File: src/rtl/mux_sel_arbiter.sv
// ---------------------------------------------------------------------------
// mux_sel_arbiter
//   Control stage ahead of a 2:1 mux. It arbitrates between two requesters,
//   holds each grant for a programmable minimum dwell, and inserts a one-cycle
//   break-before-make gap on every grant release, so the mux select only ever
//   moves while no grant is active.
//
// Ports
//   clk        : clock, all logic on the rising edge
//   rst        : synchronous active-high reset
//   req0/req1  : requester 0 wants mux input I0, requester 1 wants I1
//   dwell      : grant dwell length in cycles, sampled at grant start (0 -> 1)
//   s0         : registered mux select (0 = I0, 1 = I1)
//   gnt0/gnt1  : registered one-hot grants
//   busy       : high whenever the arbiter is not idle
//   switch_cnt : saturating count of s0 transitions since reset
// ---------------------------------------------------------------------------
module mux_sel_arbiter #(
  parameter int DWELL_W = 8,
  parameter int CNT_W   = 16
) (
  input  logic               clk,
  input  logic               rst,
  input  logic               req0,
  input  logic               req1,
  input  logic [DWELL_W-1:0] dwell,
  output logic               s0,
  output logic               gnt0,
  output logic               gnt1,
  output logic               busy,
  output logic [CNT_W-1:0]   switch_cnt
);

  typedef enum logic [1:0] {IDLE, HOLD0, HOLD1, GAP} state_e;

  state_e             state_q, state_d;
  logic [DWELL_W-1:0] dcnt_q, dcnt_d;
  logic               last_q, last_d;
  logic               s0_q, s0_d;
  logic               gnt0_q, gnt1_q, busy_q;
  logic [CNT_W-1:0]   sw_q, sw_d;

  logic               pick_vld;
  logic               pick;
  logic               own;
  logic               req_own;
  logic               req_oth;

  // A zero dwell still grants for one cycle.
  function automatic logic [DWELL_W-1:0] dwell_load(input logic [DWELL_W-1:0] d);
    return (d == '0) ? DWELL_W'(1) : d;
  endfunction

  function automatic logic [CNT_W-1:0] sat_inc(input logic [CNT_W-1:0] c);
    return (c == '1) ? c : c + CNT_W'(1);
  endfunction

  always_comb begin
    state_d  = state_q;
    dcnt_d   = dcnt_q;
    last_d   = last_q;
    s0_d     = s0_q;
    pick_vld = 1'b0;
    pick     = 1'b0;
    own      = (state_q == HOLD1);
    req_own  = own ? req1 : req0;
    req_oth  = own ? req0 : req1;

    case (state_q)
      IDLE: begin
        if (req0 && req1) begin
          pick_vld = 1'b1;
          pick     = ~last_q;
        end else if (req0 || req1) begin
          pick_vld = 1'b1;
          pick     = req1;
        end
      end
      HOLD0, HOLD1: begin
        // Owner dropping out releases at once; otherwise the other side only
        // gets a look-in when the dwell window expires.
        if (!req_own) begin
          state_d = GAP;
        end else if (dcnt_q == DWELL_W'(1)) begin
          if (req_oth) state_d = GAP;
          else         dcnt_d  = dwell_load(dwell);
        end else begin
          dcnt_d = dcnt_q - DWELL_W'(1);
        end
      end
      GAP: begin
        // last_q still names the channel that was just released.
        if (last_q ? req0 : req1) begin
          pick_vld = 1'b1;
          pick     = ~last_q;
        end else if (last_q ? req1 : req0) begin
          pick_vld = 1'b1;
          pick     = last_q;
        end else begin
          state_d = IDLE;
        end
      end
      default: state_d = IDLE;
    endcase

    // Every grant start, from IDLE or GAP, loads the same way; s0 moves only here.
    if (pick_vld) begin
      state_d = pick ? HOLD1 : HOLD0;
      dcnt_d  = dwell_load(dwell);
      last_d  = pick;
      s0_d    = pick;
    end

    sw_d = (s0_d != s0_q) ? sat_inc(sw_q) : sw_q;
  end

  always_ff @(posedge clk) begin
    if (rst) begin
      state_q <= IDLE;
      dcnt_q  <= '0;
      last_q  <= 1'b1;
      s0_q    <= 1'b0;
      gnt0_q  <= 1'b0;
      gnt1_q  <= 1'b0;
      busy_q  <= 1'b0;
      sw_q    <= '0;
    end else begin
      state_q <= state_d;
      dcnt_q  <= dcnt_d;
      last_q  <= last_d;
      s0_q    <= s0_d;
      gnt0_q  <= (state_d == HOLD0);
      gnt1_q  <= (state_d == HOLD1);
      busy_q  <= (state_d != IDLE);
      sw_q    <= sw_d;
    end
  end

  assign s0         = s0_q;
  assign gnt0       = gnt0_q;
  assign gnt1       = gnt1_q;
  assign busy       = busy_q;
  assign switch_cnt = sw_q;

endmodule

File: config.mk
export PLATFORM = sky130hd
export DESIGN_NAME = mux_sel_arbiter
export DESIGN_NICKNAME = d
export VERILOG_FILES = /design/src/rtl/mux_sel_arbiter.sv
export SDC_FILE = /design/constraint.sdc
export NUM_CORES = 1
export LEC_CHECK = 0
export BUFFER_PORTS_ARGS = -buffer_cell sky130_fd_sc_hd__buf_2
export CAP_MARGIN = 20
export CORE_AREA = 5 5 69 71
export CTS_BUF_LIST = sky130_fd_sc_hd__clkbuf_8
export DETAILED_ROUTE_END_ITERATION = 12
export DIE_AREA = 0 0 74 76
export GPL_ROUTABILITY_DRIVEN = 0
export PLACE_DENSITY = 0.65
export SKIP_LAST_GASP = 1
export SYNTH_ARGS = -nofsm -noshare
export SYNTH_HDL_FRONTEND = slang
export SYNTH_SLANG_ARGS = --single-unit
File: constraint.sdc
create_clock -name clk -period 2.6 [get_ports clk]
set_input_delay 0.26 -clock clk [delete_from_list [all_inputs] [get_ports clk]]
set_output_delay 0.26 -clock clk [all_outputs]
set_load 0.02 [all_outputs]
== Word-level counts from Yosys, hierarchy flattened ==
Cells that the tools add are included.
Storage, ports and cells
  register bits after elaboration: 31
  input bits: 12
  output and inout port bits: 20
Cells by class
  $add $sub $neg: 2
  equality and inequality tests: 9
  muxes and demuxes: 29
  bitwise gates (word level): 2
  reduce and logical (&&, ||, !) cells: 10
Operators by type and width (number)
  $mux W8: 6
  $add A16 B1 Y16 const B: 1
  $eq A16 B16 Y1 const B: 1
  $mux W2: 7
  $mux W1: 13
  $eq A8 B1 Y1 const B: 1
  $logic_not A8 Y1: 1
  $sub A8 B1 Y8 const B: 1
  $eq A2 B2 Y1 const B: 3
  $reduce_bool A2 Y1: 3
  $eq A2 B1 Y1 const B: 2
  $pmux W1 S2: 2
  $pmux W2 S2: 1
  $ne A3 B3 Y1 const B: 1
  $reduce_and A3 Y1: 1
  $logic_not A2 Y1: 1
  $not A1 Y1: 2
  $reduce_and A2 Y1: 1
  $reduce_or A2 Y1: 1
  $logic_and A1 B1 Y1: 1
  $logic_or A1 B1 Y1: 1
  $ne A1 B1 Y1: 1

== Longest topological paths before layout ==
Gate-level depths: netlist (run 1).
  depth in word-level cells: 8
  depth in mapped cells: 8
  depth with buffers taken out: 7

== Worst setup path before layout (run 1) ==
No wires, ideal clock.
  path type: register to register
  start point: register state_q[0]
  end point: register sw_q[13], in the netlist switch_cnt[13]
  library setup time: 0.121 ns
  data arrival time: 2.105 ns
  data required time: 2.479 ns
  setup slack: 0.375 ns
  cell stages (with the launch flop): 8
  period minus slack after synthesis: 2.225 ns
  cells stage by stage: dfxtp_1 inv_1 ha_1 o21ba_2 nand4b_1 a211oi_1 and3_1 mux2_2
Between the ends
  longest elaborated chain between the ends: 5
RTL lines
  start: declaration: RTL line 36  | state_e state_q, state_d;
  start signal: assignment: RTL line 128  | state_q <= state_d;
  $eq A2 B2 Y1 / $logic_not A2 Y1 (equally long branches): RTL line 69  | case (state_q)
  $pmux W1 S2: RTL line 69
  $mux W1 (*): RTL line 107  | if (pick_vld) begin
  $ne A1 B1 Y1 (*): RTL line 114  | sw_d = (s0_d != s0_q) ? sat_inc(sw_q) : sw_q;
  $reduce_and A2 Y1 (no line) (*)
  end signal: assignment: RTL line 135  | sw_q <= sw_d;
  end: declaration: RTL line 41  | logic [CNT_W-1:0] sw_q, sw_d;
Mark *: on every way between the ends. The rest lies on a longest branch, timed or not.
A chain may end at the register's enable or synchronous reset.

== Worst setup path after layout (run 1) ==
  start point: register state_q[0]
  end point: register sw_q[7], in the netlist switch_cnt[7]
Same word-level chain as after synthesis.

==> summary.txt, run 1 <==
Setup path
  – Worst path required time: 2.81 ns
  – Arrival time at the worst endpoint: 2.58 ns
  – Cell depth of the worst flop-to-flop path: 7
  – Category of the worst setup path capture point: register
  – Reg-to-reg setup timing slack: 0.23 ns
  – Launching element type of the critical path: register
  – Worst reg2reg startpoint: state_q[0]
  – Maximum fanout count along the critical path: 21
  – Worst R2R End: switch_cnt[7]
  – CP Class: register to register

STA
  – Setup Total Neg Slack: 0 ns
  – Worst slew pin tran: 0.646 ns
  – Fin crit share: 0.913
  – Highest achievable clock rate: 421 MHz
  – Number of max-slew violations in the final report: 0
  – Setup-violating endpoint count in the final report: 0
  – Min Tclk post-route: 2.37 ns
  – Hold violation total from the final report: 0
  – Headroom to the max-slew limit: 0.569
  – Clock Skew: 0.00357 ns
  – Unrepaired setup endpoints after global routing: no

Clock tree
  – Number of buffers on the longest clock path: 2
  – CTS tree: done
  – Number of clock buffers inserted by TritonCTS: 5
  – H-tree level count: 2
  – Clock Pin Slew Worst Setup and Hold Paths: 0.06 ns
  – Clock root buffer master: sky130_fd_sc_hd__clkbuf_8
  – Sink count of the clock tree: 31
  – Worst-skew pair later-pin latency: 0.28 ns
  – Post-CTS Setup Inserts: 0

Global routing
  – Grt total ovfl: 0
  – GRT Util Overall: 0.150
  – Maximum number of pins on one net before global-route repair: 36
  – Vias in the first global route: 1581
  – First-pass GRT wire length: 6870 um
  – Number of antenna violations at the first check in global routing: 0

Routing
  – Total DRC errors in the routed layout: 0
  – Wirelength per Cell: 13.4 um
  – Initial DRC Count: 136
  – Aggregate routed wire length: 4030 um
  – Drt pass-1 iters: 4
  – Number of vias in the routed layout: 1695
  – Antenna violation net count after detailed routing: 0
  – Number of vias per cell: 5.65

Cells and area
  – Share of cells above drive strength 1: 0.222
  – Synth-to-Final Area Change: 15.8%
  – Layout Nets: 265
  – Diode insertion count for antenna repair: 0
  – Fin area: 0.00204 mm2
  – Multi-input logic area: 0.00105 mm2
  – Most used cells in the layout excluding fill and tap cells: sky130_fd_sc_hd__dfxtp_1 (31), sky130_fd_sc_hd__buf_2 (31), sky130_fd_sc_hd__a21oi_1 (26)
  – Combined flip-flop and latch cell area: 621 um2
  – Number of inserted filler cells in the final layout: 441

Logic synthesis
  – Number of register bits inferred by synthesis: 31
  – Mean cell area of the mapped netlist: 8.12 um2
  – Number of distinct library cell variants in the gate-level netlist after synthesis: 42
  – Proportion of synthesized chip area in sequential cells: 0.352
  – Summed instance area of the synthesized netlist: 0.00176 mm2
  – Proportion of register bits with asynchronous set or reset after synthesis: 0
  – Count of mapped cells out of synthesis: 217
  – Post-synth EDFFs: 0
  – Yosys warns: 0
  – Post-Syn Nets: 235
  – Predominant post-synthesis flop cell: sky130_fd_sc_hd__dfxtp_1

Die
  – Placeable core region: 0.00417 mm2
  – Height of the chip: 76 um
  – Total die area: 0.00562 mm2
  – Die width: 74 um
  – Std cell rows: 24
  – Starting Density: 0.422
  – Io pins: 32

Pwr
  – Largest voltage drop on the vdd net: 471 uV
  – Total Power: 2.15 mW
  – PwrDens: 1050 mW/mm2
  – Leakage power total: 0.821 nW

Hold path
  – Hold depth: 3
  – Endpoint with the worst hold slack: dcnt_q[2]
  – Hold Startpoint: dwell[2]
  – Class of the most critical hold timing path: primary input to register

Placed design
  – Number of I/O port buffers: 31
  – Placed Area: 0.00195 mm2
  – HPWL Detailed: 2910 um

Status
  – Result of the run: completed

Job
  – Max Cap Violations: 0
state kept, by name (all words and copies together), names as in the netlist:
signal,count
state_q,2
last_q,1
busy,1
dcnt_q,8
switch_cnt,16
gnt0,1
gnt1,1
s0,1
Yosys cell counts (all sizes together) (6+ instances only):
cell	count	area (um2)
clkbuf	8	30.0
o21ai	19	95.1
inv	11	41.3
and3	7	43.8
nand3	6	30.0
ha	6	75.1
a21oi	26	130
nor2	17	63.8
dfxtp	31	621
nand2	10	37.5
or3	10	62.6
stage by stage:
step / utilization / hold WS, ns / std cells / setup WS [ns]
3_5_place_dp: 0.468 / 0.497 / 291 / 0.238
5_1_grt: 0.489 / 0.279 / 300 / 0.0713
2_1_floorplan: - / 0.429 / 217 / 0.375
4_1_cts: 0.487 / 0.255 / 299 / 0.212
3_3_place_gp: 0.468 / 0.483 / 291 / 0.294
6_report: 0.489 / 0.254 / 300 / 0.226
per-layer routing:
| layer | part of all wire | up-vias | wire length, um | GRT usage |
|---|---|---|---|---|
| li1 | - | 865 | - | - |
| met1 | 0.46 | 786 | 1870 | 0.178 |
| met2 | 0.47 | 37 | 1900 | 0.254 |
| met3 | 0.050 | 7 | 201 | 0.0396 |
| met4 | 0.016 | 0 | 65 | 0.0562 |
| met5 | 0 | - | 0 | 0 |
final cells by class:
type | instances | share of cell area
clock inverters | 3 | 0.00613
repair buffers | 35 | 0.0896
clock buffers | 5 | 0.0337
well taps | 52 | 0.0319
multi-input cells | 163 | 0.514
inverters | 11 | 0.0202
flip-flops and latches | 31 | 0.304
power breakdown:
group	internal (mW)	total, mW	leakage [nW]	switching, mW
Clock	0.180	0.359	0.0505	0.179
Sequential	0.579	0.659	0.253	0.0797
Combinational	0.452	1.13	0.518	0.677
what timing repair did:
action | CTS | global route
hold endpoints to repair | 0 | 0
endpoints found under the setup margin | 0 | 1
hold buffers | 0 | 0
gates resized for setup | 0 | 1
worst max-delay path by stage:
stage               startpoint        endpoint  slack, ns  depth (start not counted)
floorplan           state_q[0]  switch_cnt[13]       0.37                          7
global placement    state_q[0]   switch_cnt[7]       0.29                          7
detailed placement  state_q[0]   switch_cnt[7]       0.24                          7
CTS                 state_q[0]   switch_cnt[7]       0.21                          7
global route        state_q[0]   switch_cnt[7]       0.07                          7
finish              state_q[0]   switch_cnt[7]       0.23                          7
kinds of logic (layout without fill, tap and decap cells):
kind of cell | Yosys count | count (layout) | synth area share
compound gates | 72 | 72 | 0.270
mux | 2 | 2 | 0.0128
simple gates | 80 | 80 | 0.254
flops | 31 | 31 | 0.352
buf+inv | 23 | 54 | 0.0533
fa+ha+maj | 6 | 6 | 0.0426
xor+xnor | 3 | 3 | 0.0149
worst max-delay path, cell delays in order (launching register included):
cell and delay (ns):
sky130_fd_sc_hd__dfxtp_1 0.37, sky130_fd_sc_hd__inv_1 0.08, sky130_fd_sc_hd__ha_1 0.37, sky130_fd_sc_hd__o21ba_2 0.30, sky130_fd_sc_hd__o2111ai_1 0.19, sky130_fd_sc_hd__a21o_2 0.36, sky130_fd_sc_hd__or4_1 0.49, sky130_fd_sc_hd__a21oi_1 0.14
Note: power is estimated with default switching activity, not from simulation.
==> run 2: changes to the inputs <==
Settings changed: CORE_AREA 5 5 69 71 to 5 5 87 57, DIE_AREA 0 0 74 76 to 0 0 92 62.
==> run 2 against run 1 <==
Compared with the run above: sequential power about the same; clock skew up 0.0024 ns; non-clock buffer count up 2; first-iteration DRC count up 4.4%; sequential cell count unchanged; critical path depth unchanged; via count up 2.0%; wire length up 9.7%; fmax about the same; utilization up 2.9 points; critical path type unchanged; largest cell class unchanged; highest routed layer unchanged.
==> summary.txt, run 2 (synthesis gave the netlist of run 1 again) <==
Status
  – Result of the run: completed

STA
  – Number of max-slew violations in the final report: 0
  – Setup Total Neg Slack: 0 ns
  – Setup-violating endpoint count in the final report: 0
  – Clock Skew: 0.00592 ns
  – Headroom to the max-slew limit: 0.558
  – Final hold slack: 0.292 ns
  – Unrepaired setup endpoints after global routing: no
  – Min Tclk post-route: 2.37 ns
  – Fin crit share: 0.913
  – Highest achievable clock rate: 421 MHz
  – Hold violation total from the final report: 0
  – Worst slew pin tran: 0.657 ns
  – Fin worst setup slack: 0.225 ns

Routing
  – Initial DRC Count: 142
  – Total DRC errors in the routed layout: 0
  – Number of vias in the routed layout: 1729
  – Aggregate routed wire length: 4420 um
  – Number of vias per cell: 5.76
  – Wirelength per Cell: 14.7 um
  – Drt pass-1 iters: 4
  – Antenna violation net count after detailed routing: 0

Clock tree
  – Clock root buffer master: sky130_fd_sc_hd__clkbuf_8
  – Post-CTS Setup Inserts: 0
  – CTS tree: done
  – Number of clock buffers inserted by TritonCTS: 5
  – Sink count of the clock tree: 31
  – Worst-skew pair later-pin latency: 0.28 ns
  – Clock Pin Slew Worst Setup and Hold Paths: 0.07 ns
  – H-tree level count: 2
  – Number of buffers on the longest clock path: 2

Global routing
  – Maximum number of pins on one net before global-route repair: 30
  – Vias in the first global route: 1454
  – Grt total ovfl: 0
  – Number of antenna violations at the first check in global routing: 0
  – First-pass GRT wire length: 7220 um
  – GRT Util Overall: 0.163

Pwr
  – Leakage power total: 0.836 nW
  – PwrDens: 1100 mW/mm2
  – Largest voltage drop on the vdd net: 526 uV

Hold path
  – Hold Startpoint: dwell[5]
  – Class of the most critical hold timing path: primary input to register

Setup path
  – List of cells traversed by the critical path: inv_1, ha_1, o21ba_2, o2111ai_1, a21o_2, or4_1, a21oi_1
  – Worst reg2reg startpoint: state_q[0]
  – Category of the worst setup path capture point: register
  – Cell with the largest stage delay on the worst path: sky130_fd_sc_hd__or4_1
  – Maximum fanout count along the critical path: 21
  – Launching element type of the critical path: register
  – Crit. Startpoint: state_q[0]
  – Worst path required time: 2.82 ns
  – Delay contributed by the slowest stage of the critical path: 0.49 ns
  – Reg-to-reg setup timing slack: 0.23 ns
  – CP Class: register to register
  – Arrival time at the worst endpoint: 2.59 ns

Cells and area
  – Most used cells in the layout excluding fill and tap cells: sky130_fd_sc_hd__dfxtp_1 (31), sky130_fd_sc_hd__buf_2 (31), sky130_fd_sc_hd__a21oi_1 (26)
  – Number of flip-flops under the largest register name: 16
  – Synth-to-Final Area Change: 17.7%
  – Final design utilization: 0.517
  – Diode insertion count for antenna repair: 0
  – Share of cells above drive strength 1: 0.232
  – Layout Nets: 267

Die
  – Io pins: 32
  – Total die area: 0.00570 mm2
  – Die width: 92 um
  – Placeable core region: 0.00401 mm2
  – Starting Density: 0.439
  – Height of the chip: 62 um
  – Std cell rows: 18

Placed design
  – Pre-CTS worst setup slack: 0.224 ns
  – HPWL Detailed: 3190 um
  – Number of I/O port buffers: 31

Job
  – Max Cap Violations: 0
-- run 2: changes by cell type in the layout (fill, tap and decap cells not counted), sizes merged --
cell / previous run / this run
buf: 34 / 37
clkbuf: 6 / 7
clkinv: 1 / 0
inv: 13 / 12
-- run 2: worst paths after layout --
check                           cells after the start            end
worst min-delay path                                3      dcnt_q[5]
worst max register to register                      7  switch_cnt[7]
worst min register to register                      1         last_q
worst max-delay path                                7  switch_cnt[7]
-- run 2: power breakdown --
part | total [mW] | internal (mW) | switching [mW]
logic | 1.21 | 0.478 | 0.727
registers | 0.660 | 0.579 | 0.0802
clock network | 0.416 | 0.238 | 0.178
-- run 2: through the flow --
stage / area [um2] / power, mW / instances
after floorplan: 1760 / 1.56 / 217
after global placement: 1970 / 1.84 / 292
after detailed placement: 1970 / 1.84 / 292
after CTS: 2070 / 2.27 / 300
after global routing: 2070 / 2.42 / 300
final: 2070 / 2.28 / 300
-- run 2: timing repair --
item | 4_1_cts | 5_1_grt
gates resized for setup | 0 | 1
setup endpoints to repair | 0 | 1
hold buffers | 0 | 0
-- run 2: layer usage --
layer / global-route usage / wire [um]
met5: 0 / 0
met4: 0.0592 / 24
met3: 0.0554 / 331
met2: 0.211 / 1730
met1: 0.246 / 2330
-- run 2: cell type report --
class | count | area (um2)
clock buffers | 7 | 96.3
clock inverters | 1 | 3.75
fillers | 368 | 1940
inverters | 11 | 41.3
multi-input cells | 163 | 1050
flip-flops and latches | 31 | 621
well taps | 50 | 62.6
repair buffers | 37 | 200
-- run 2: worst max-delay path: cells and delay by family (launching register included) --
family | cells | cell delay, ns
buffers and inverters | 1 | 0.08
DFF | 1 | 0.36
adders and majority gates | 1 | 0.37
AOI/OAI and AO/OA | 4 | 1.00
and+or+nand+nor | 1 | 0.49
==> run 3: changes to the inputs <==
Settings changed: CORE_AREA 5 5 87 57 to 5 5 78 52, DIE_AREA 0 0 92 62 to 0 0 83 57, PLACE_DENSITY 0.65 to 0.79.
==> run 3 against run 2 <==
Compared with the run above: non-clock buffer count fell by 1; count of clock-buffer cells in the layout did not move; critical path depth did not move; worst hold slack got worse by 0.024 ns; via count fell by 2.9%; utilization rose by 9.6 points; largest power group unchanged.
==> summary.txt, run 3 (synthesis gave the netlist of run 1 again) <==
Status
  – Result of the run: completed

Die
  – Die width: 83 um
  – Starting Density: 0.524
  – Placeable core region: 0.00336 mm2
  – Std cell rows: 17
  – Height of the chip: 57 um
  – Total die area: 0.00473 mm2
  – Io pins: 32

STA
  – Number of max-slew violations in the final report: 0
  – Headroom to the max-slew limit: 0.559
  – Hold violation total from the final report: 0
  – Min Tclk post-route: 2.43 ns
  – Unrepaired setup endpoints after global routing: no
  – Worst slew pin tran: 0.662 ns
  – Clock Skew: 0.00438 ns
  – Setup Total Neg Slack: 0 ns
  – Highest achievable clock rate: 412 MHz
  – Setup-violating endpoint count in the final report: 0
  – Fin crit share: 0.933

Pwr
  – PwrDens: 1090 mW/mm2
  – Leakage power total: 0.832 nW
  – Largest voltage drop on the vdd net: 582 uV

Cells and area
  – Diode insertion count for antenna repair: 0
  – Synth-to-Final Area Change: 17.0%
  – Most used cells in the layout excluding fill and tap cells: sky130_fd_sc_hd__dfxtp_1 (31), sky130_fd_sc_hd__buf_2 (31), sky130_fd_sc_hd__a21oi_1 (26)
  – Number of flip-flops under the largest register name: 16
  – Non-filler cells, final: 296
  – Number of inserted filler cells in the final layout: 315
  – Share of cells above drive strength 1: 0.225
  – Layout Nets: 266

Routing
  – Antenna violation net count after detailed routing: 0
  – Initial DRC Count: 154
  – Number of vias in the routed layout: 1679
  – Wirelength per Cell: 13.9 um
  – Drt pass-1 iters: 4
  – Number of vias per cell: 5.67
  – Total DRC errors in the routed layout: 0
  – Aggregate routed wire length: 4120 um

Global routing
  – First-pass GRT wire length: 6870 um
  – Vias in the first global route: 1454
  – GRT Util Overall: 0.179
  – Maximum number of pins on one net before global-route repair: 36
  – Number of antenna violations at the first check in global routing: 0
  – Grt total ovfl: 0

Clock tree
  – Number of clock buffers inserted by TritonCTS: 5
  – H-tree level count: 2
  – Worst-skew pair later-pin latency: 0.28 ns
  – Hold Buf Count CTS: 0
  – Clock root buffer master: sky130_fd_sc_hd__clkbuf_8
  – CTS tree: done
  – Number of buffers on the longest clock path: 2
  – Post-CTS Setup Inserts: 0
  – Clock Pin Slew Worst Setup and Hold Paths: 0.06 ns
  – Post-CTS Resized: 0
  – Sink count of the clock tree: 31

Setup path
  – Category of the worst setup path capture point: register
  – Category of cells accounting for the largest share of critical-path delay: compound AO/OA/AOI/OAI gates
  – Cell with the largest stage delay on the worst path: sky130_fd_sc_hd__or4_1
  – Delay contributed by the slowest stage of the critical path: 0.53 ns
  – Worst path required time: 2.81 ns
  – List of cells traversed by the critical path: inv_1, ha_1, o21ba_2, o2111ai_1, a21o_1, or4_1, a21oi_1
  – Maximum fanout count along the critical path: 21
  – Launching element type of the critical path: register
  – CP Class: register to register
  – Worst path bufs/invs: 1
  – Arrival time at the worst endpoint: 2.64 ns

Placed design
  – Number of I/O port buffers: 31
  – HPWL Detailed: 3050 um
  – Number of placed instances, taps included: 287

Job
  – Max Cap Violations: 0

Hold path
  – Class of the most critical hold timing path: primary input to register
run 3: cell count changes in the layout (fill, tap and decap cells not counted), sizes merged:
cell    change
clkbuf      +1
buf         -2
run 3: through the flow:
| step | hold WS [ns] | power (mW) | instance area, um2 | setup WS [ns] | utilization |
|---|---|---|---|---|---|
| after floorplan | 0.429 | 1.56 | 1760 | 0.375 | - |
| after global placement | 0.483 | 1.79 | 1950 | 0.322 | 0.581 |
| after detailed placement | 0.492 | 1.82 | 1950 | 0.203 | 0.581 |
| after CTS | 0.264 | 2.23 | 2050 | 0.187 | 0.611 |
| after global routing | 0.305 | 2.42 | 2060 | 0.0316 | 0.613 |
| final | 0.268 | 2.25 | 2060 | 0.174 | 0.613 |
run 3: area by class of cell:
type,count,area [um2],area share
Clock inverter,1,3.75,0.00182
Tap cell,47,58.8,0.0285
Sequential cell,31,621,0.301
Timing Repair Buffer,36,193,0.0935
Clock buffer,7,96.3,0.0468
Multi-Input combinational cell,163,1050,0.508
Inverter,11,41.3,0.0200
run 3: final timing paths:
| kind | depth (start not counted) | start | end | slack (ns) |
|---|---|---|---|---|
| worst max-delay path | 7 | state_q[0] | switch_cnt[7] | 0.17 |
| worst max register to register | 7 | state_q[0] | switch_cnt[7] | 0.17 |
| worst min-delay path | 3 | dwell[2] | dcnt_q[2] | 0.27 |
| worst min register to register | 1 | last_q | last_q | 0.50 |
run 3: worst reg2reg max path: stages, from the launching register on:
cell and delay [ns]:
sky130_fd_sc_hd__dfxtp_1 0.35, sky130_fd_sc_hd__inv_1 0.07, sky130_fd_sc_hd__ha_1 0.37, sky130_fd_sc_hd__o21ba_2 0.31
sky130_fd_sc_hd__o2111ai_1 0.19, sky130_fd_sc_hd__a21o_1 0.38, sky130_fd_sc_hd__or4_1 0.53, sky130_fd_sc_hd__a21oi_1 0.15
run 3: metal layers:
layer,share of wire,vias to the layer above,GRT usage
met2,0.39,60,0.231
met3,0.088,5,0.0577
li1,-,865,-
met1,0.51,749,0.274
met5,0,-,0
met4,0.011,0,0.0629
run 3: power breakdown:
part	internal, mW	switching, mW	total [mW]
logic	0.475	0.712	1.19
clock network	0.237	0.171	0.408
registers	0.580	0.0786	0.658
total	1.29	0.962	2.25
